[src/rtl/ps2_key_event_decoder.sv]
// PS/2 Set-2 key event decoder: strips E0/F0/E1 prefixes from the receiver byte
// stream, queues one {extended, break, code} event per keystroke, tracks shift.
module ps2_key_event_decoder #(
  parameter int DEPTH      = 4,
  parameter int PAUSE_SKIP = 7
) (
  input  logic       CLK50MHZ,
  input  logic       RST,
  input  logic [7:0] scancode,
  input  logic       scan_ready,
  input  logic       rd_en,
  output logic       event_valid,
  output logic [7:0] key_code,
  output logic       key_break,
  output logic       key_extended,
  output logic       shift_held,
  output logic       overflow
);

  localparam int AW = (DEPTH > 1) ? $clog2(DEPTH) : 1;
  localparam int SW = (PAUSE_SKIP > 0) ? $clog2(PAUSE_SKIP + 1) : 1;
  localparam logic [AW:0] DEPTH_C = (AW + 1)'(DEPTH);
  localparam logic [AW:0] CNT_ONE = (AW + 1)'(1);

  typedef enum logic [2:0] {S_IDLE, S_EXT, S_BRK, S_EXT_BRK, S_SKIP} state_t;

  function automatic logic is_ctrl(input logic [7:0] b);
    return b inside {8'hAA, 8'hFA, 8'hFE, 8'hEE, 8'h00, 8'hFF};
  endfunction

  function automatic logic is_prefix(input logic [7:0] b);
    return b inside {8'hE0, 8'hF0, 8'hE1};
  endfunction

  state_t          state_q, state_nxt;
  logic [SW-1:0]   skip_cnt;
  logic            emit_p0;
  logic [9:0]      entry_p0;
  logic [9:0]      mem [DEPTH];
  logic [AW-1:0]   rd_ptr, wr_ptr, rd_ptr_nxt;
  logic [AW:0]     count, count_nxt;
  logic            pop, push;
  logic [9:0]      head_p1, head_nxt;
  logic            shift_l, shift_r;

  always_ff @(posedge CLK50MHZ) begin
    if (RST) state_q <= S_IDLE;
    else     state_q <= state_nxt;
  end

  always_comb begin
    state_nxt = state_q;
    if (scan_ready) begin
      if (state_q == S_SKIP) begin
        if (skip_cnt <= SW'(1)) state_nxt = S_IDLE;
      end else if (is_ctrl(scancode)) begin
        state_nxt = S_IDLE;
      end else begin
        unique case (scancode)
          8'hE0:   state_nxt = (state_q == S_BRK || state_q == S_EXT_BRK) ? S_EXT_BRK : S_EXT;
          8'hF0:   state_nxt = (state_q == S_EXT || state_q == S_EXT_BRK) ? S_EXT_BRK : S_BRK;
          8'hE1:   state_nxt = S_SKIP;
          default: state_nxt = S_IDLE;
        endcase
      end
    end
  end

  always_comb begin
    emit_p0  = scan_ready && (state_q != S_SKIP) && !is_ctrl(scancode) && !is_prefix(scancode);
    entry_p0 = {(state_q == S_EXT || state_q == S_EXT_BRK),
                (state_q == S_BRK || state_q == S_EXT_BRK), scancode};
  end

  // Pause sequence: count the remaining bytes blind, control bytes included
  always_ff @(posedge CLK50MHZ) begin
    if (RST) skip_cnt <= '0;
    else if (scan_ready) begin
      if (state_q == S_SKIP)        skip_cnt <= (skip_cnt == '0) ? '0 : skip_cnt - SW'(1);
      else if (state_nxt == S_SKIP) skip_cnt <= SW'(PAUSE_SKIP);
    end
  end

  always_comb begin
    pop        = rd_en && (count != '0);
    push       = emit_p0 && ((count != DEPTH_C) || pop);
    rd_ptr_nxt = pop ? rd_ptr + AW'(1) : rd_ptr;
    count_nxt  = count;
    if (push && !pop)      count_nxt = count + CNT_ONE;
    else if (pop && !push) count_nxt = count - CNT_ONE;
    // Empty outputs keep the last popped entry; a push into an emptied queue bypasses mem
    head_nxt = head_p1;
    if (count_nxt != '0)
      head_nxt = (count == '0 || (count == CNT_ONE && pop)) ? entry_p0 : mem[rd_ptr_nxt];
  end

  always_ff @(posedge CLK50MHZ) begin
    if (push) mem[wr_ptr] <= entry_p0;
  end

  always_ff @(posedge CLK50MHZ) begin
    if (RST) begin
      rd_ptr   <= '0;
      wr_ptr   <= '0;
      count    <= '0;
      head_p1  <= '0;
      overflow <= 1'b0;
    end else begin
      rd_ptr  <= rd_ptr_nxt;
      count   <= count_nxt;
      head_p1 <= head_nxt;
      if (push) wr_ptr <= wr_ptr + AW'(1);
      if (emit_p0 && !push) overflow <= 1'b1;
    end
  end

  // Shift tracking follows every decoded non-extended event, even if the queue dropped it
  always_ff @(posedge CLK50MHZ) begin
    if (RST) begin
      shift_l <= 1'b0;
      shift_r <= 1'b0;
    end else if (emit_p0 && !entry_p0[9]) begin
      if (scancode == 8'h12) shift_l <= !entry_p0[8];
      if (scancode == 8'h59) shift_r <= !entry_p0[8];
    end
  end

  assign event_valid  = (count != '0);
  assign key_extended = head_p1[9];
  assign key_break    = head_p1[8];
  assign key_code     = head_p1[7:0];
  assign shift_held   = shift_l || shift_r;

endmodule

[config.mk]
export PLATFORM = sky130hd
export DESIGN_NAME = ps2_key_event_decoder
export DESIGN_NICKNAME = d
export VERILOG_FILES = /design/src/rtl/ps2_key_event_decoder.sv
export SDC_FILE = /design/constraint.sdc
export NUM_CORES = 1
export LEC_CHECK = 0
export BUFFER_PORTS_ARGS = -buffer_cell sky130_fd_sc_hd__buf_2
export CAP_MARGIN = 10
export CORE_MARGIN = 5
export CORE_UTILIZATION = 44
export DETAILED_ROUTE_END_ITERATION = 8
export GPL_ROUTABILITY_DRIVEN = 0
export PLACE_DENSITY = 0.7
export SKIP_LAST_GASP = 1
export SYNTH_ARGS = -nofsm -noshare
export SYNTH_HDL_FRONTEND = slang
export SYNTH_SLANG_ARGS = --single-unit
[constraint.sdc]
create_clock -name CLK50MHZ -period 2.82 [get_ports CLK50MHZ]
set_input_delay 0.423 -clock CLK50MHZ [delete_from_list [all_inputs] [get_ports CLK50MHZ]]
set_output_delay 0.423 -clock CLK50MHZ [all_outputs]
set_load 0.03 [all_outputs]
=== Word level (Yosys, flattened, before mapping) ===
Memories as Yosys holds them, arrays and structs flattened.
Index checks and enable logic that the tools add are counted.

* $add $sub $neg: 5
* Order comparisons: 1
* Equal/unequal tests: 18
* Reduce and logical (&&, ||, !) cells: 32
* Mux-type cells: 16

{| class="wikitable"
|+ Operator list
! cell !! count
|-
| == test 8 bit (second input constant) || 8
|-
| 2-to-1 mux 3 bit || 9
|-
| logical AND 1 bit || 10
|-
| 2-to-1 mux 10 bit || 1
|-
| one-hot mux 3 bit (3 select lines) || 1
|-
| nonzero test 3 bit || 3
|-
| == test 8 x 5 -> 1 bit (second input constant) || 1
|-
| == test 8 x 7 -> 1 bit (second input constant) || 1
|-
| logical NOT 8 bit || 1
|-
| == test 3 x 1 -> 1 bit (second input constant) || 2
|-
| == test 3 x 2 -> 1 bit (second input constant) || 2
|-
| == test 3 bit (second input constant) || 2
|-
| logical NOT 1 bit || 6
|-
| logical NOT 3 bit || 2
|-
| != test 3 bit (second input constant) || 2
|-
| AND reduction 2 bit || 3
|-
| nonzero test 6 bit || 1
|-
| subtractor 3 x 1 -> 3 bit (second input constant) || 2
|-
| logical OR 1 bit || 5
|-
| adder 2 x 1 -> 2 bit (second input constant) || 2
|-
| 2-to-1 mux 2 bit || 2
|-
| adder 3 x 1 -> 3 bit (second input constant) || 1
|-
| less-or-equal comparator 3 x 1 -> 1 bit (second input constant) || 1
|-
| 2-to-1 mux 1 bit || 3
|-
| nonzero test 2 bit || 1
|}

* Bits in writable memories: 40
* Bits of input ports: 12
* Memories: 1
* Bits in registers: 26
* Output and inout port bits: 13

{| class="wikitable"
|+ Memories
! name !! words !! bits a word !! rd ports !! clocked after memory_dff !! wr ports !! RTL line !! RTL
|-
| mem || 4 || 10 || 1 || 0 || 1 || 39 || <nowiki>logic [9:0] mem [DEPTH];</nowiki>
|}

=== Logic depth before layout (Yosys ltp) ===
* Depth after elaboration: 11
* Mapped depth: 10

=== Least setup slack after synthesis ===
OpenSTA, ideal clock, no wires.

* Path type: flip-flop to flip-flop
* From: register count[0]
* To: register head_p1[0]
* Arrival: 2,386 ps
* Stages on the path, launching flop included: 11
* Path slack: 304 ps
* Library setup time: 130 ps
* Required time: 2,690 ps
* Cell sequence: dfxtp_1 -> inv_1 -> ha_1 -> nand2b_2 -> and2_2 -> xnor2_2 -> buf_6 -> mux4_2 -> nor2b_1 -> a221oi_1 -> a211oi_1

* Cells in the longest elaborated chain, start to end: 9
* Elaborated cells between the ends (all ways): 21
* Those cells by class: add/sub (2); eq/ne (2); mux (4); reduce/logical (12); memory (1)

{| class="wikitable"
|+ RTL lines
! what !! RTL line !! RTL
|-
| start, declared || 41 || <nowiki>logic [AW:0] count, count_nxt;</nowiki>
|-
| start signal, assigned || 110 || <nowiki>count <= count_nxt;</nowiki>
|-
| nonzero test 3 bit * || - ||
|-
| via event_valid || 12 || <nowiki>output logic event_valid,</nowiki>
|-
| logical AND 1 bit * || 85 || <nowiki>pop = rd_en && (count != '0);</nowiki>
|-
| logical OR 1 bit || 86 || <nowiki>push = emit_p0 && ((count != DEPTH_C) || pop);</nowiki>
|-
| logical AND 1 bit || 86 ||
|-
| logical NOT 1 bit || 90 || <nowiki>else if (pop && !push) count_nxt = count - CNT_ONE;</nowiki>
|-
| logical AND 1 bit || 90 ||
|-
| 2-to-1 mux 3 bit || 90 ||
|-
| 2-to-1 mux 3 bit || 89 || <nowiki>if (push && !pop) count_nxt = count + CNT_ONE;</nowiki>
|-
| nonzero test 3 bit || 93 || <nowiki>if (count_nxt != '0)</nowiki>
|-
| end signal, assigned || 111 || <nowiki>head_p1 <= head_nxt;</nowiki>
|-
| end, declared || 43 || <nowiki>logic [9:0] head_p1, head_nxt;</nowiki>
|}

The timed path passes the listed nets; every way through them passes the cells marked *.
A chain may end at the register's enable or synchronous reset.

=== Worst setup path after layout ===
* From: register count[0]
* To: register head_p1[8]

* Cells in the longest elaborated chain, start to end: 9
* Elaborated cells between the ends (all ways): 21
* Those cells by class: add/sub (2); eq/ne (2); mux (4); reduce/logical (12); memory (1)

{| class="wikitable"
|+ RTL lines
! what !! RTL line
|-
| nonzero test 3 bit || 85
|-
| logical AND 1 bit || 85
|-
| logical OR 1 bit || 86
|-
| logical AND 1 bit || 86
|-
| logical NOT 1 bit || 90
|-
| logical AND 1 bit || 90
|-
| 2-to-1 mux 3 bit || 90
|-
| 2-to-1 mux 3 bit || 89
|-
| nonzero test 3 bit || 93
|}

Several ways; a longest one is shown, not always the timed one.

==> results.py <==
metrics = {
    "cts": {
        "clkSlewWorstSetupHoldPaths_ns": 0.07,
        "hold_buffers": 0,
        "clock_path_buffers": 2,
        "numCtsBuffers": 9,
        "cts_max_level": 3,
        "clk_latency_ns": 0.34,
        "cts_setup_buffers": 0,
        "cts-root-buf": "clkbuf_8",
        "cts_tree": "done",
        "clock_sink_count": 66,
        "cts_resized": 0,
    },
    "global_routing": {
        "antenna_found_initial": 0,
        "grt_max_degree": 26,
        "grt_pass1_wl_mm": 10.6,
        "gr-total-overflow": 0,
        "grt_pass1_vias": 2023,
        "grtUsageTotal": 0.158,
    },
    "critical_path": {
        "start_kind": "flip-flop",
        "critPathSlowestCell": "nor2_1",
        "path_buf_inv": 2,
        "worstPathCellList": "inv_1 -> ha_1 -> buf_4 -> mux2i_1 -> nand2_1 -> nand2_1 -> a221oi_1 -> nor2_1 -> and2_4 -> mux2i_1",
        "cp.required_ns": 3.09,
        "startpoint": "count[0]",
        "cp_slowest_stage_delay_ns": 0.52,
        "end_kind": "flip-flop",
        "crit_arrival_ns": 2.83,
        "cp_top_family": "simple AND/OR/NAND/NOR gates",
        "r2r_start": "count[0]",
        "critical_path_class": "reg -> reg",
        "path_max_fanout": 10,
    },
    "timing": {
        "finClkSkew_ns": 0.00621,
        "slew_headroom": 0.580,
        "tns_ns": 0,
        "whs_ns": 0.378,
        "fin_crit_sh": 0.906,
        "max_slew.worst_pin.slew_ns": 0.628,
        "final-setup-viol-count": 0,
        "period_minus_slack_ns": 2.55,
        "final_hold_viol_count": 0,
        "clock.fmax_mhz": 391,
        "grt_setup_unrepaired": "no",
        "drv_slew": 0,
    },
    "cells_and_area": {
        "antenna_cells": 0,
        "area_delta_synth_final_pct": 15.1,
        "fill_cells": 595,
        "drive_gt1_frac": 0.252,
        "nNetsFinal": 311,
        "finalNonFillerCells": 390,
    },
    "drt": {
        "drtIter0Drc": 116,
        "wirelength_mm": 6.20,
        "postRouteAntennaNets": 0,
        "wl_per_cell_um": 15.9,
        "vias_per_cell": 5.26,
        "drc_errors": 0,
        "vias": 2053,
        "dr.pass1.iters": 4,
    },
    "power": {
        "powerDensity_nw_per_um2": 955,
        "vdd_drop_max_v": 0.000413,
        "p_leak_nw": 1.38,
    },
    "synthesis": {
        "postSynth.asyncResetShare": 0,
        "synth_ff_type": "edfxtp_1",
        "syn_area_um2": 3110,
        "yosys-top-cells-area": "edfxtp_1 (39%), dfxtp_1 (17%), mux4_2 (7.2%)",
        "syn_inst": 251,
        "syn-num-nets": 273,
        "netlist.area_leader.share": 0.387,
        "synth_seq_area_share": 0.554,
        "synth-seq-cells": 66,
        "ys_warn_count": 0,
        "synth_edf_count": 40,
        "synth.cells.most_frequent": "edfxtp_1 (40), dfxtp_1 (26), nor2_1 (21)",
        "synth.most_common_cell": "edfxtp_1",
        "synth_top_area_cell": "edfxtp_1",
        "avgSynthCellArea_um2": 12.4,
        "ys_types": 54,
    },
    "placed_design": {
        "dpl.hpwl_mm": 4.54,
        "port_buffers": 24,
        "dp.cells": 374,
    },
    "floorplan": {
        "pin_count": 25,
        "fp.dieH_um": 94.0,
        "rows": 30,
        "dieWidth_um": 94.0,
        "start_util": 0.455,
        "dieArea_um2": 8840,
        "coreArea_um2": 6830,
    },
    "status": {
        "status": "finished clean",
    },
    "min_path": {
        "holdCritPathClass": "in -> reg",
        "hp-start": "scancode[4]",
    },
    "flow_run": {
        "drv_cap": 0,
    },
}
cell type report:
cell class	instances	area (um^2)	share of cell area
well taps	96	120	0.0336
clock buffers	9	124	0.0346
flip-flops and latches	66	1720	0.481
clock inverters	7	67.6	0.0189
repair buffers	36	210	0.0588
multi-input cells	156	1260	0.352
inverters	20	75.1	0.0210
layer usage:
layer  wire length (um)  global-route usage  vias up
met2               2720               0.232       52
met3                313              0.0321        7
met4                114              0.0770        0
li1                   -                   -     1015
met5                  0                   0        -
met1               3050               0.223      979
sequential cells by signal, indices dropped and copies added (netlist names):
signal    flops
mem          40
head_p1      10
count         3
skip_cnt      3
state_q       3
rd_ptr        2
wr_ptr        2
overflow      1
shift_l       1
shift_r       1
per-stage QoR:
stage               utilization  worst slack, ns  power (mW)  area, um^2
floorplan                     -            0.304        2.34        3110
global placement          0.494           0.0525        2.63        3370
detailed placement        0.494           0.0230        2.65        3370
CTS                       0.522           0.0125        3.42        3570
global route              0.524           0.0483        3.63        3580
finish                    0.524            0.265        3.42        3580
logic make-up after synthesis:
| family | Yosys count | share of synthesized area |
|---|---|---|
| and+or+nand+nor | 76 | 0.131 |
| DFF | 66 | 0.554 |
| AOI/OAI and AO/OA | 48 | 0.117 |
| buffers and inverters | 29 | 0.0443 |
| muxes | 17 | 0.0963 |
| adders and majority gates | 10 | 0.0403 |
| xor gates and xnor gates | 5 | 0.0165 |
cells in the final DEF (no fill, tap or decap), types with 7 or more instances in the layout:
cell / count
nand2_1: 10
nor2b_1: 9
buf_4: 12
buf_2: 24
clkbuf_8: 9
a211oi_1: 10
a221oi_1: 9
nor2_1: 21
a21oi_1: 7
dfxtp_1: 26
inv_1: 20
mux4_2: 10
edfxtp_1: 40
ha_1: 10
path summary, 6_finish.rpt:
kind | end | slack (ns) | depth (start not counted)
worst max register to register | head_p1[8] | 0.27 | 10
worst min-delay path | mem[1][4] | 0.38 | 1
worst min register to register | head_p1[9] | 0.45 | 2
worst max-delay path | head_p1[8] | 0.27 | 10
report_power, final:
group / internal (mW) / total, mW / switching, mW / leakage (nW)
logic: 0.660 / 1.43 / 0.770 / 0.705
registers: 1.15 / 1.21 / 0.0610 / 0.580
clock network: 0.407 / 0.776 / 0.370 / 0.0951
total: 2.22 / 3.42 / 1.20 / 1.38
(Power assumes the default switching activity.)
